--- config.mk ---
export PLATFORM = sky130hd
export DESIGN_NAME = button_irq_servicer_flat
export DESIGN_NICKNAME = d
export VERILOG_FILES = /design/src/rtl/button_irq_servicer_if.sv /design/src/rtl/button_irq_servicer.sv /design/src/flat_wrapper.sv
export SDC_FILE = /design/constraint.sdc
export NUM_CORES = 1
export LEC_CHECK = 0
export CORE_UTILIZATION = 33
export CTS_CLUSTER_DIAMETER = 40
export DETAILED_ROUTE_END_ITERATION = 10
export GPL_ROUTABILITY_DRIVEN = 0
export PLACE_DENSITY = 0.85
export SYNTH_ARGS = -nofsm -noshare
export SYNTH_HDL_FRONTEND = slang
export SYNTH_SLANG_ARGS = --single-unit
--- constraint.sdc ---
create_clock -name clk -period 2.1 [get_ports clk]
set_clock_uncertainty 0.1 [all_clocks]
set_input_delay 0.63 -clock clk [delete_from_list [all_inputs] [get_ports clk]]
set_output_delay 0.63 -clock clk [all_outputs]
set_load 0.01 [all_outputs]
--- src/rtl/button_irq_servicer_if.sv ---
// Avalon-MM master bus to the button PIO plus the valid/ready event port
// toward the time-keeping logic.
//   master : servicer side (drives bus, sources events)
//   slave  : PIO + event consumer side
interface button_irq_servicer_if #(parameter int WIDTH = 5);
  logic [1:0]       avm_address;
  logic             avm_chipselect;
  logic             avm_write_n;
  logic [31:0]      avm_writedata;
  logic [31:0]      avm_readdata;
  logic             evt_valid;
  logic [WIDTH-1:0] evt_bits;
  logic             evt_ready;

  modport master (
    output avm_address, avm_chipselect, avm_write_n, avm_writedata,
    input  avm_readdata,
    output evt_valid, evt_bits,
    input  evt_ready
  );

  modport slave (
    input  avm_address, avm_chipselect, avm_write_n, avm_writedata,
    output avm_readdata,
    input  evt_valid, evt_bits,
    output evt_ready
  );
endinterface

--- src/rtl/button_irq_servicer.sv ---
// Hardware service routine for the edge-capture button PIO.
// After reset it writes irq_mask; on each PIO irq it reads edge_capture,
// clears it, and hands the non-zero capture vector out as an event.
// Ports:
//   clk, reset_n        clock, async active-low reset
//   irq                 PIO interrupt (synchronous to clk)
//   cfg_mask/_update    request to rewrite irq_mask with a new value
//   busy                high whenever the FSM is not in IDLE
//   bus                 Avalon-MM master + event valid/ready port
module button_irq_servicer #(
  parameter int               WIDTH     = 5,
  parameter logic [WIDTH-1:0] MASK_INIT = 5'h1F,
  parameter int               RD_LAT    = 1
) (
  input  logic             clk,
  input  logic             reset_n,
  input  logic             irq,
  input  logic [WIDTH-1:0] cfg_mask,
  input  logic             cfg_mask_update,
  output logic             busy,
  button_irq_servicer_if.master bus
);
  localparam logic [1:0] A_MASK = 2'd2;
  localparam logic [1:0] A_EDGE = 2'd3;
  localparam int         CW     = (RD_LAT > 1) ? $clog2(RD_LAT) : 1;

  typedef enum logic [2:0] {
    S_INIT_MASK, S_IDLE, S_READ_REQ, S_RD_WAIT, S_CLEAR, S_EMIT
  } state_t;

  state_t           r_state, w_nxt;
  logic [WIDTH-1:0] r_mask;
  logic             r_pend;
  logic [CW-1:0]    r_cnt;
  logic [WIDTH-1:0] r_evt_bits;
  logic             w_last;
  logic             w_unused_rd;

  assign w_last      = (r_cnt == CW'(RD_LAT - 1));
  assign w_unused_rd = ^bus.avm_readdata[31:WIDTH];

  always_ff @(posedge clk or negedge reset_n) begin
    if (!reset_n) begin
      r_state    <= S_INIT_MASK;
      r_mask     <= MASK_INIT;
      r_pend     <= 1'b0;
      r_cnt      <= '0;
      r_evt_bits <= '0;
    end else begin
      r_state <= w_nxt;
      r_cnt   <= (r_state == S_RD_WAIT) ? r_cnt + CW'(1) : '0;
      if (r_state == S_RD_WAIT && w_last)
        r_evt_bits <= bus.avm_readdata[WIDTH-1:0];
      // Last update wins; an update landing during INIT_MASK leaves the
      // in-flight write on the old value and forces a rewrite via r_pend.
      if (cfg_mask_update)
        r_mask <= cfg_mask;
      // IDLE always leaves for INIT_MASK when a rewrite is owed, so the
      // flag is consumed there.
      r_pend <= (r_state == S_IDLE) ? 1'b0 : (r_pend | cfg_mask_update);
    end
  end

  always_comb begin
    w_nxt              = r_state;
    bus.avm_chipselect = 1'b0;
    bus.avm_write_n    = 1'b1;
    bus.avm_address    = 2'd0;
    bus.avm_writedata  = 32'd0;
    bus.evt_valid      = 1'b0;
    case (r_state)
      S_INIT_MASK: begin
        bus.avm_chipselect = 1'b1;
        bus.avm_write_n    = 1'b0;
        bus.avm_address    = A_MASK;
        bus.avm_writedata  = {{(32-WIDTH){1'b0}}, r_mask};
        w_nxt              = S_IDLE;
      end
      S_IDLE: begin
        if (r_pend || cfg_mask_update) w_nxt = S_INIT_MASK;
        else if (irq)                  w_nxt = S_READ_REQ;
      end
      S_READ_REQ: begin
        bus.avm_chipselect = 1'b1;
        bus.avm_address    = A_EDGE;
        w_nxt              = S_RD_WAIT;
      end
      S_RD_WAIT: begin
        bus.avm_address = A_EDGE;
        if (w_last) w_nxt = S_CLEAR;
      end
      S_CLEAR: begin
        bus.avm_chipselect = 1'b1;
        bus.avm_write_n    = 1'b0;
        bus.avm_address    = A_EDGE;
        // Zero capture means a spurious irq: nothing to hand out.
        w_nxt = (r_evt_bits != '0) ? S_EMIT : S_IDLE;
      end
      S_EMIT: begin
        bus.evt_valid = 1'b1;
        if (bus.evt_ready) w_nxt = S_IDLE;
      end
      default: w_nxt = S_INIT_MASK;
    endcase
  end

  assign bus.evt_bits = r_evt_bits;
  assign busy         = (r_state != S_IDLE);
endmodule

--- src/flat_wrapper.sv ---
// flat-port wrapper written by rule: the top's interface ports become plain ports
module button_irq_servicer_flat 
#(
  parameter int               WIDTH     = 5,
  parameter logic [WIDTH-1:0] MASK_INIT = 5'h1F,
  parameter int               RD_LAT    = 1
)
  (clk, reset_n, irq, cfg_mask, cfg_mask_update, busy, bus_avm_address, bus_avm_chipselect, bus_avm_write_n, bus_avm_writedata, bus_avm_readdata, bus_evt_valid, bus_evt_bits, bus_evt_ready);
  button_irq_servicer_if #(.WIDTH(WIDTH)) bus_i ();
  input  logic clk;
  input  logic reset_n;
  input  logic irq;
  input  logic [WIDTH-1:0] cfg_mask;
  input  logic cfg_mask_update;
  output logic busy;
  output wire logic [$bits(bus_i.avm_address)-1:0] bus_avm_address;
  output wire logic [$bits(bus_i.avm_chipselect)-1:0] bus_avm_chipselect;
  output wire logic [$bits(bus_i.avm_write_n)-1:0] bus_avm_write_n;
  output wire logic [$bits(bus_i.avm_writedata)-1:0] bus_avm_writedata;
  input wire logic [$bits(bus_i.avm_readdata)-1:0] bus_avm_readdata;
  output wire logic [$bits(bus_i.evt_valid)-1:0] bus_evt_valid;
  output wire logic [$bits(bus_i.evt_bits)-1:0] bus_evt_bits;
  input wire logic [$bits(bus_i.evt_ready)-1:0] bus_evt_ready;
  assign bus_avm_address = bus_i.avm_address;
  assign bus_avm_chipselect = bus_i.avm_chipselect;
  assign bus_avm_write_n = bus_i.avm_write_n;
  assign bus_avm_writedata = bus_i.avm_writedata;
  assign bus_i.avm_readdata = bus_avm_readdata;
  assign bus_evt_valid = bus_i.evt_valid;
  assign bus_evt_bits = bus_i.evt_bits;
  assign bus_i.evt_ready = bus_evt_ready;
  button_irq_servicer #(.WIDTH(WIDTH), .MASK_INIT(MASK_INIT), .RD_LAT(RD_LAT)) u_core (.clk(clk), .reset_n(reset_n), .irq(irq), .cfg_mask(cfg_mask), .cfg_mask_update(cfg_mask_update), .busy(busy), .bus(bus_i));
endmodule
Word-level counts from Yosys, hierarchy flattened

Index checks and enable logic that the tools add are counted.

Bits in registers: 15
Input bits: 42
Output and inout bits: 43
Word-level logic and storage cells: 38

$add $sub $neg: 1
Eq/ne operators: 9
Multiplexer cells: 13
Bitwise gates (word level): 2
Reduce and logical (&&, ||, !) cells: 8

Operators with widths:

| cell                  | number |
|---|---|
| $pmux W3 S6           | 1 |
| $mux W3               | 5 |
| $eq A3 B2 Y1 const B  | 2 |
| $eq A3 B3 Y1 const B  | 2 |
| $reduce_or A3 Y1      | 2 |
| $mux W1               | 5 |
| $mux W5               | 1 |
| $reduce_bool A5 Y1    | 1 |
| $ne A2 B2 Y1 const B  | 2 |
| $pmux W2 S2           | 1 |
| $eq A3 B1 Y1 const B  | 1 |
| $logic_not A3 Y1      | 1 |
| $ne A3 B1 Y1 const B  | 1 |
| $ne A3 B3 Y1 const B  | 1 |
| $reduce_and A3 Y1     | 1 |
| $reduce_or A2 Y1      | 1 |
| $add A1 B1 Y1 const B | 1 |
| $logic_and A1 B1 Y1   | 1 |
| $logic_or A1 B1 Y1    | 1 |
| $not A1 Y1            | 1 |
| $or A1 B1 Y1          | 1 |

Depth between registers and ports, before layout

Gate-level depths: netlist (run 1).

Depth in word-level cells: 3
Depth in mapped cells: 4

Worst setup path before layout (run 1)

OpenSTA, ideal clock, no wires.

Path kind: reg2out
Start: reg u_core.r_state[1]
End: out bus_avm_writedata[0]
Arrival: 1.086 ns
Required time: 1.370 ns
Slack: 0.284 ns
Cell stages (with the launch flop): 5
Path buffers: 1
Cells stage by stage: dfrtp_1 buf_2 or2_1 nor2_2 and2_1

Cells in the longest elaborated chain, start to end: 2

RTL lines:

| item                   | RTL line                  | text |
|---|---|---|
| start, declared        | button_irq_servicer.sv:31 | `state_t r_state, w_nxt;` |
| start signal, assigned | button_irq_servicer.sv:50 | `r_state <= w_nxt;` |
| $logic_not A3 Y1       | button_irq_servicer.sv:71 | `case (r_state)` |
| $mux W5                | button_irq_servicer.sv:71 |  |
| end, declared          | flat_wrapper.sv:19        | `output wire logic [$bits(bus_i.avm_writedata)-1:0] bus_avm_writedata;` |

Every way passes these cells.

Final worst setup path (run 1)

Start: reg u_core.r_state[1]
End: out bus_avm_writedata[1]

Same word-level chain as after synthesis.

==> run metrics, run 1 <==
Syn Area/Cell=10.91 um2; Post-Syn Area=~940 um2; DR vias/cell=~4.2; Critical Path Max Stage Delay=0.39 ns; layout cells sized above 1=33.88%; leading post-synthesis cells by instance count=27 x buf_4, 10 x dfrtp_1, 6 x and2_1; top_reg_cell synth=dfrtp_1; unrepaired setup endpoints after global routing=true; critical path's top delay family=simple AND/OR/NAND/NOR gates; crit start category=flip-flop; Net Sw Power=0.5564 mW; fin. max-slew vios=0; initial antenna violation count=0; Post-Route Setup TNS=-0.003331 ns; IO Port Bufs=30; CP Data Required Time=1.37 ns; post-synth top area share=a little over a quarter; Hold Slack=0.4630 ns; I/O pins=85; ANT nets after route=0; Clk pwr share=11.2%; Remaining DRCs=0; failing checks=negative setup slack; ant diodes=0; die area=3061 um2; clock sink count=15; root buffer cell=clkbuf_4; Cell Area, Placed=~1200 um2; register area share after synthesis=roughly 41%; Min Clock Period, post-route=between 2 and 2.5 ns; total congestion overflow=0; register area=382.9 um2; Non-Filler Instances=151; Critical Path AT=~1.4 ns; Initial Util=~36%; DP Cell Count=146; Seq pwr share=31.4%; Leak=0.5813 nW; Final Instance Area=1210 um2; Cell Pwr Density=1240 nW/um2; post-DP HPWL=1258 um; Final Hold Violating Endpoints=0; number of enable flip-flop cells after synthesis=0; HP Class=flip-flop to flip-flop; worst path bufs/invs=2; post-synth top area cell=dfrtp_1; Gate Count Post-Synth=86; switch share=between 30% and 40%; final setup violating endpoints=1; Final WS setup=-0.003331 ns; Avg WL per Cell=between 10 and 15 um; H-tree Lvls=1; Die W=55.33 um; max_cap viols=0; share of flip-flops with an asynchronous set or reset=100.0%; Area contributors post-synth=dfrtp_1 27%, buf_4 22%, dfstp_2 14%; area grow syn2layout=28.93%; fillers=between 200 and 300; crit-path cells=or2_4 -> nor2_4 -> buf_6 -> and2_1 -> buf_2; Pint=0.9443 mW; first-pass GRT wire length=2649 um; unique cell type count in the Yosys netlist=27; Max FO, Critical Path=3; CP endpoint kind=output port; IR drop worst, VDD=749.5 uV; Worst-path clk slew=0.09 ns; flops & latches, synth=15; clock latency on the worst-skew pair=a little under 0.3 ns; final-stage net count=164; Detailed Routing Iterations Pass 1=3; Core Area=2590 um2; pin count of the biggest net entering global routing=16; CTS Hold Buffers Added=0; Combinational Power Share=a little under three fifths; Iter 0 DRT Violations=5; multi-input combinational cell area=around 440 um2; via count=between 600 and 700; GRT Resource Usage Total=10.86%; CTS tree=yes; most common cell in the synthesized netlist=buf_4; die extent in y=55.33 um; TritonCTS buffer count=3; Tcrit/Tclk final=100.2%; final core occ=46.72%; yosys warns=0; Fmax=roughly 480 MHz; final wirelength=around 1600 um; WS Path Type=flip-flop to output port; outcome=complete, but fails checks; CTS Buffer Depth=2; FP Rows=18; vias in the first global route=596; CP max stage cell=dfrtp_1
==> cell usage in the layout (no fill, tap or decap), drive strengths merged <==
master	count
clkinv	1
o21ai	2
a221o	1
conb	27
nor4	1
and2	6
nor3	1
dfstp	5
mux2	10
nor2	6
nor2b	1
dfrtp	10
clkdlybuf4s15	3
clkbuf	4
nand2b	4
nand2	1
a2bb2oi	1
buf	12
a21oi	3
or2	1
a32oi	1
clkdlybuf4s50	19
dlygate4sd2	1
==> power by group through the flow <==
stage	Sequential, mW	Combinational [mW]	Clock (mW)
3_5_place_dp	0.472	0.876	0
2_1_floorplan	0.465	0.500	0
6_report	0.471	0.861	0.168
3_3_place_gp	0.462	0.857	0
4_1_cts	0.474	0.844	0.172
5_1_grt	0.484	0.931	0.188
==> stage by stage <==
step,setup slack (ns),power [mW]
final,-0.003331,1.501
after global placement,-0.08528,1.319
after CTS,-0.08038,1.489
after detailed placement,-0.1019,1.347
after global routing,-0.07339,1.603
after floorplan,0.2841,0.9652
==> worst paths after layout <==
kind                                   startpoint                     end  slack, ns  cells past startpoint
setup / recovery                u_core.r_state[1]    bus_avm_writedata[1]     -0.003                      5
hold / removal             u_core.bus.evt_bits[4]  u_core.bus.evt_bits[4]       0.46                      1
setup reg to reg                u_core.r_state[2]  u_core.bus.evt_bits[2]       0.70                      3
hold reg to reg            u_core.bus.evt_bits[4]  u_core.bus.evt_bits[4]       0.46                      1
max in group asynchronous                 reset_n        u_core.r_mask[1]       1.11                      2
min in group asynchronous                 reset_n  u_core.bus.evt_bits[3]       0.54                      2
==> worst register-to-register path, cell delays in order (launching register included) <==
cell      delay (ns)
dfrtp_2         0.49
nand2b_4        0.20
nor2_8          0.18
mux2_4          0.31
==> state kept, by name, indices dropped and copies added, names as in the netlist <==
register	cells
u_core.r_cnt	1
u_core.r_mask	5
u_core.r_state	3
u_core.bus.evt_bits	5
u_core.r_pend	1
==> metal layers <==
| layer | GRT usage, % | vias to the layer above | share of wire (%) |
|---|---|---|---|
| met5 | 0 | - | 0 |
| met4 | 6.071 | 0 | 1.3 |
| met3 | 1.639 | 2 | 6.2 |
| met2 | 19.45 | 44 | 52 |
| met1 | 12.17 | 299 | 40 |
| li1 | - | 296 | - |
==> cell families after synthesis <==
kind of cell	after synthesis	synth area share [%]
AOI/OAI and AO/OA	8	5.600
and+or+nand+nor	21	15.07
DFF	15	40.67
other	1	0.3996
buffers and inverters	31	24.26
muxes	10	14.00
==> layout make-up <==
cell class	count	area share [%]
Multi-Input combinational cell	66	36.71
Sequential cell	15	31.64
Timing Repair Buffer	36	26.27
Tap cell	30	3.102
Clock buffer	3	1.861
Clock inverter	1	0.4137
==> repair_timing <==
action	4_1_cts	5_1_grt
pin swaps	2	1
resized for setup	37	7
setup endpoints to repair	11	11
endpoints found under the hold margin	0	0
buffers inserted	0	1
(Power assumes the default switching activity.)
==> inputs of run 2 (changes only) <==
--- a/config.mk
+++ b/config.mk
@@ -10,6 +10,7 @@
 export DETAILED_ROUTE_END_ITERATION = 10
 export GPL_ROUTABILITY_DRIVEN = 0
 export PLACE_DENSITY = 0.85
+export SETUP_SLACK_MARGIN = 0.4
 export SYNTH_ARGS = -nofsm -noshare
 export SYNTH_HDL_FRONTEND = slang
 export SYNTH_SLANG_ARGS = --single-unit
==> run 2 against run 1 <==
  * The flow still finishes with violations (negative setup slack)
  * Largest cell class unchanged
  * Hold slack improved by 0.032 ns
  * Total power rose by 20%
  * Cell count rose by 8.6%
  * Via count rose by 9.2%
==> run metrics, run 2 (synthesis gave the netlist of run 1 again) <==
fin. max-slew vios=0; total congestion overflow=0; clock sink count=15; outcome=complete, but fails checks; Cell Pwr Density=1319 nW/um2; TritonCTS buffer count=3; area grow syn2layout=45.87%; Hold Crit Start=u_core.r_pend; Tcrit/Tclk final=100.4%; Setup crit start=u_core.r_state[1]; final wirelength=1871 um; Iter 0 DRT Violations=5; pin count of the biggest net entering global routing=11; post-DP HPWL=1336 um; via count=700; clock latency on the worst-skew pair=0.29 ns; Critical Path Max Stage Delay=about 0.40 ns; Die W=55.33 um; unrepaired setup endpoints after global routing=true; Critical Path AT=approximately 1.4 ns; most frequent cells in the layout=27 x conb_1, 15 x buf_4, 14 x clkdlybuf4s50_1; die extent in y=55.33 um; die area=~3000 um2; IO Port Bufs=30; vias in the first global route=677; Initial Util=36.23%; HP Class=flip-flop to flip-flop; root buffer cell=clkbuf_4; CTS tree=yes; ANT nets after route=0; max_cap viols=0; Post-Route Setup TNS=-0.02535 ns; FP Rows=18; CTS Hold Buffers Added=0; most common cell after layout, fill and taps aside=conb_1; first-pass GRT wire length=3063 um; final setup violating endpoints=3; Remaining DRCs=0; Detailed Routing Iterations Pass 1=4; H-tree Lvls=1; Fmax=between 400 and 500 MHz; ant diodes=0; Final WS setup=-0.009290 ns; DR vias/cell=4.268; failing checks=negative setup slack; Max FO, Critical Path=3; CTS Buffer Depth=2; I/O pins=between 80 and 90; WS Path Type=flip-flop to output port; CP max stage cell=dfrtp_1; layout cells sized above 1=50.00%; IR drop worst, VDD=790.5 uV; Hold Slack=about 0.5 ns; GRT Resource Usage Total=12.39%; Final Hold Violating Endpoints=0; Critical Path Most Common Cell=buf_6; Avg WL per Cell=11.41 um; Min Clock Period, post-route=2.109 ns; crit start category=flip-flop; CP endpoint kind=output port; Worst-path clk slew=0.10 ns; start of the worst register-to-register path=u_core.r_state[0]; crit-path cells=or2_4 -> nor2_4 -> buf_6 -> and2_4 -> buf_6; final-stage net count=177; Leak=between 0.6 and 0.7 nW; CP Data Required Time=1.37 ns; initial antenna violation count=0; fillers=~230; Core Area=2590 um2
run 2: changes by cell type in the layout (fill, tap and decap cells not counted), moves of 2 or more:
cell | previous run | this run
clkdlybuf4s50_1 | 19 | 14
buf_4 | 4 | 15
and2_1 | 6 | 1
buf_6 | 2 | 11
and2_4 | 0 | 5
a21oi_1 | 3 | 1
a21oi_2 | 0 | 2
clkdlybuf4s15_1 | 2 | 4
buf_2 | 6 | 4
run 2: worst paths after layout:
check,to,slack [ns],cells past startpoint
worst min register to register,u_core.r_state[0],0.49,2
worst max-delay path,bus_avm_writedata[0],-0.009,5
max in group asynchronous,u_core.r_state[2],1.02,2
worst min-delay path,u_core.r_state[0],0.49,2
min in group asynchronous,u_core.r_mask[2],0.69,1
worst max register to register,u_core.bus.evt_bits[2],0.59,6
run 2: final cells by class:
type	instances	area, um2	share of cell area (%)
clock buffers	3	22.52	1.645
multi-input cells	66	479.2	35.01
clock inverters	1	5.005	0.3656
well taps	30	37.54	2.742
flip-flops and latches	15	382.9	27.97
repair buffers	49	441.7	32.27
run 2: power breakdown:
| part | internal [mW] | switching [mW] |
|---|---|---|
| Sequential | 0.393 | 0.0648 |
| Clock | 0.0708 | 0.0982 |
| Combinational | 0.696 | 0.482 |
run 2: worst max-delay path: cells and delay by family (launching register included):
family                 cells  cell delay, ns
and+or+nand+nor            3            0.49
DFF                        1            0.40
buffers and inverters      2            0.20
run 2: routing by layer:
| metal | up-vias | wire length, um | part of all wire [%] | GRT usage, % |
|---|---|---|---|---|
| met4 | 0 | 16 | 0.86 | 6.071 |
| met2 | 41 | 978 | 52 | 20.65 |
| met5 | - | 0 | 0 | 0 |
| met3 | 2 | 132 | 7.1 | 3.279 |
| li1 | 323 | - | - | - |
| met1 | 334 | 744 | 40 | 14.66 |
run 2: per-stage QoR:
stage               cells  setup slack [ns]  power [mW]  util (%)  cell area, um2
CTS                   160          -0.06127       1.698     50.87            1318
detailed placement    146          -0.08270       1.399     46.47            1204
finish                164         -0.009290       1.806     52.85            1369
global placement      146          -0.07006       1.368     46.47            1204
floorplan             112            0.3426       1.029         -            1062
global route          164          -0.06926       1.916     52.85            1369
run 2: repair_timing:
action / in CTS / in global routing
setup buffers: 10 / 4
endpoints found under the setup margin: 16 / 15
pin swaps: 8 / 1
gates resized for setup: 62 / 16
==> inputs of run 3 (changes only) <==
--- a/config.mk
+++ b/config.mk
@@ -5,7 +5,9 @@
 export SDC_FILE = /design/constraint.sdc
 export NUM_CORES = 1
 export LEC_CHECK = 0
+export CORE_MARGIN = 2
 export CORE_UTILIZATION = 33
+export CTS_BUF_LIST = sky130_fd_sc_hd__clkbuf_16
 export CTS_CLUSTER_DIAMETER = 40
 export DETAILED_ROUTE_END_ITERATION = 10
 export GPL_ROUTABILITY_DRIVEN = 0
==> run 3 against run 2 <==
  * Clock-buffer cell count stayed put
  * Critical path type unchanged
  * Setup slack gained 0.058 ns
  * Non-clock buffer count is 11 lower
  * First-iteration DRC count unchanged
  * Total power fell by 0.55%
  * Die area rose by 7.4%
  * Routed wire length is 2.1% lower
  * Highest routed layer unchanged
  * Critical endpoint is now bus_avm_writedata[4]
  * Combinational power fell by 18%
  * The run now ends clean
  * Sequential power increased by 2%
  * Fmax increased by 2.8%
  * Global-route usage barely moved
  * Largest cell class unchanged
==> run metrics, run 3 (synthesis gave the netlist of run 1 again) <==
die extent in y=between 50 and 60 um; area grow syn2layout=40.27%; CP endpoint kind=output port; final-stage net count=about 170; IO Port Bufs=30; CTS Buffer Depth=2; final setup violating endpoints=0; FP Rows=19; TritonCTS buffer count=3; CTS Hold Buffers Added=0; final core occ=between 40 and 50%; Critical Path Most Common Cell=buf_6; Leak=between 0.6 and 0.7 nW; vias in the first global route=about 670; WS Path Type=flip-flop to output port; Final Hold Violating Endpoints=0; pin count of the biggest net entering global routing=10; Fmax=487.6 MHz; worst path bufs/invs=2; Detailed Routing Iterations Pass 1=4; Cell Pwr Density=1364 nW/um2; crit start category=flip-flop; Worst-path clk slew=0.05 ns; via count=676; critical path's top delay family=simple AND/OR/NAND/NOR gates; Critical Path AT=1.32 ns; CP max stage cell=dfrtp_1; Remaining DRCs=0; outcome=complete, no violations; Initial Util=34.32%; final wirelength=1831 um; most frequent cells in the layout=27 x conb_1, 13 x clkdlybuf4s50_1, 9 x buf_6, 9 x dfrtp_1; Die W=approximately 57 um; GRT Resource Usage Total=12.36%; ANT nets after route=0; clock sink count=15; unrepaired setup endpoints after global routing=true; total congestion overflow=0; Critical Path Max Stage Delay=roughly 0.37 ns; HP Class=flip-flop to flip-flop; H-tree Lvls=1; ant diodes=0; layout cells sized above 1=39.02%; fillers=247; Avg WL per Cell=11.89 um; Tcrit/Tclk final=97.67%; clock latency on the worst-skew pair=0.24 ns; I/O pins=85; root buffer cell=clkbuf_16; first-pass GRT wire length=~3000 um; Iter 0 DRT Violations=5; initial antenna violation count=0; CP Data Required Time=1.37 ns; post-DP HPWL=around 1400 um; CTS tree=yes; die area=around 3300 um2; fin. max-slew vios=0; Min Clock Period, post-route=2.051 ns; Max FO, Critical Path=4; Post-Route Setup TNS=0 ns; max_cap viols=0; IR drop worst, VDD=806.5 uV; Core Area=2734 um2; most common cell after layout, fill and taps aside=conb_1; DR vias/cell=4.390; crit-path cells=or2_4 -> nor2_4 -> buf_6 -> and2_4 -> buf_6
==> run 3: where the power goes <==
part | switching (mW) | total, mW | internal, mW
Sequential | 0.0736 | 0.469 | 0.395
Clock | 0.112 | 0.363 | 0.252
Combinational | 0.415 | 0.964 | 0.549
==> run 3: layer usage <==
layer	part of all wire, %	up-vias	GRT usage (%)	wire length [um]
li1	-	302	-	-
met1	35	327	13.04	632
met2	55	42	22.82	1014
met3	8.5	5	3.628	156
met4	1.5	0	4.983	28
met5	0	-	0	0
==> run 3: layout make-up <==
type	instances	area [um2]	share of cell area, %
clock buffers	3	75.07	5.703
multi-input cells	66	454.2	34.51
flip-flops and latches	15	382.9	29.09
repair buffers	38	361.6	27.47
well taps	31	38.79	2.947
clock inverters	1	3.754	0.2852
==> run 3: timing repair <==
item / in CTS / in global routing
gates resized for setup: 55 / 5
setup endpoints to repair: 16 / 13
setup buffers: 2 / 1
pin swaps: 7 / 2
==> run 3: final timing paths <==
path,startpoint,to,slack (ns),cells after the start
max,u_core.r_state[0],bus_avm_writedata[4],0.05,5
min,u_core.bus.evt_bits[3],u_core.bus.evt_bits[3],0.44,1
max reg2reg,u_core.r_state[2],u_core.bus.evt_bits[0],0.72,3
min reg2reg,u_core.bus.evt_bits[3],u_core.bus.evt_bits[3],0.44,1
max in group asynchronous,reset_n,u_core.r_state[2],0.90,2
min in group asynchronous,reset_n,u_core.bus.evt_bits[2],0.55,1
==> run 3: through the flow <==
step	cell area [um2]	power, mW	setup WS (ns)	hold WS (ns)	cells
floorplan	1062	1.029	0.3426	0.2344	112
global placement	1205	1.370	-0.06826	0.4142	147
detailed placement	1205	1.408	-0.08918	0.4398	147
CTS	1303	1.789	0.003363	0.4465	153
global route	1316	1.912	-0.01014	0.4674	154
finish	1316	1.796	0.04900	0.4380	154
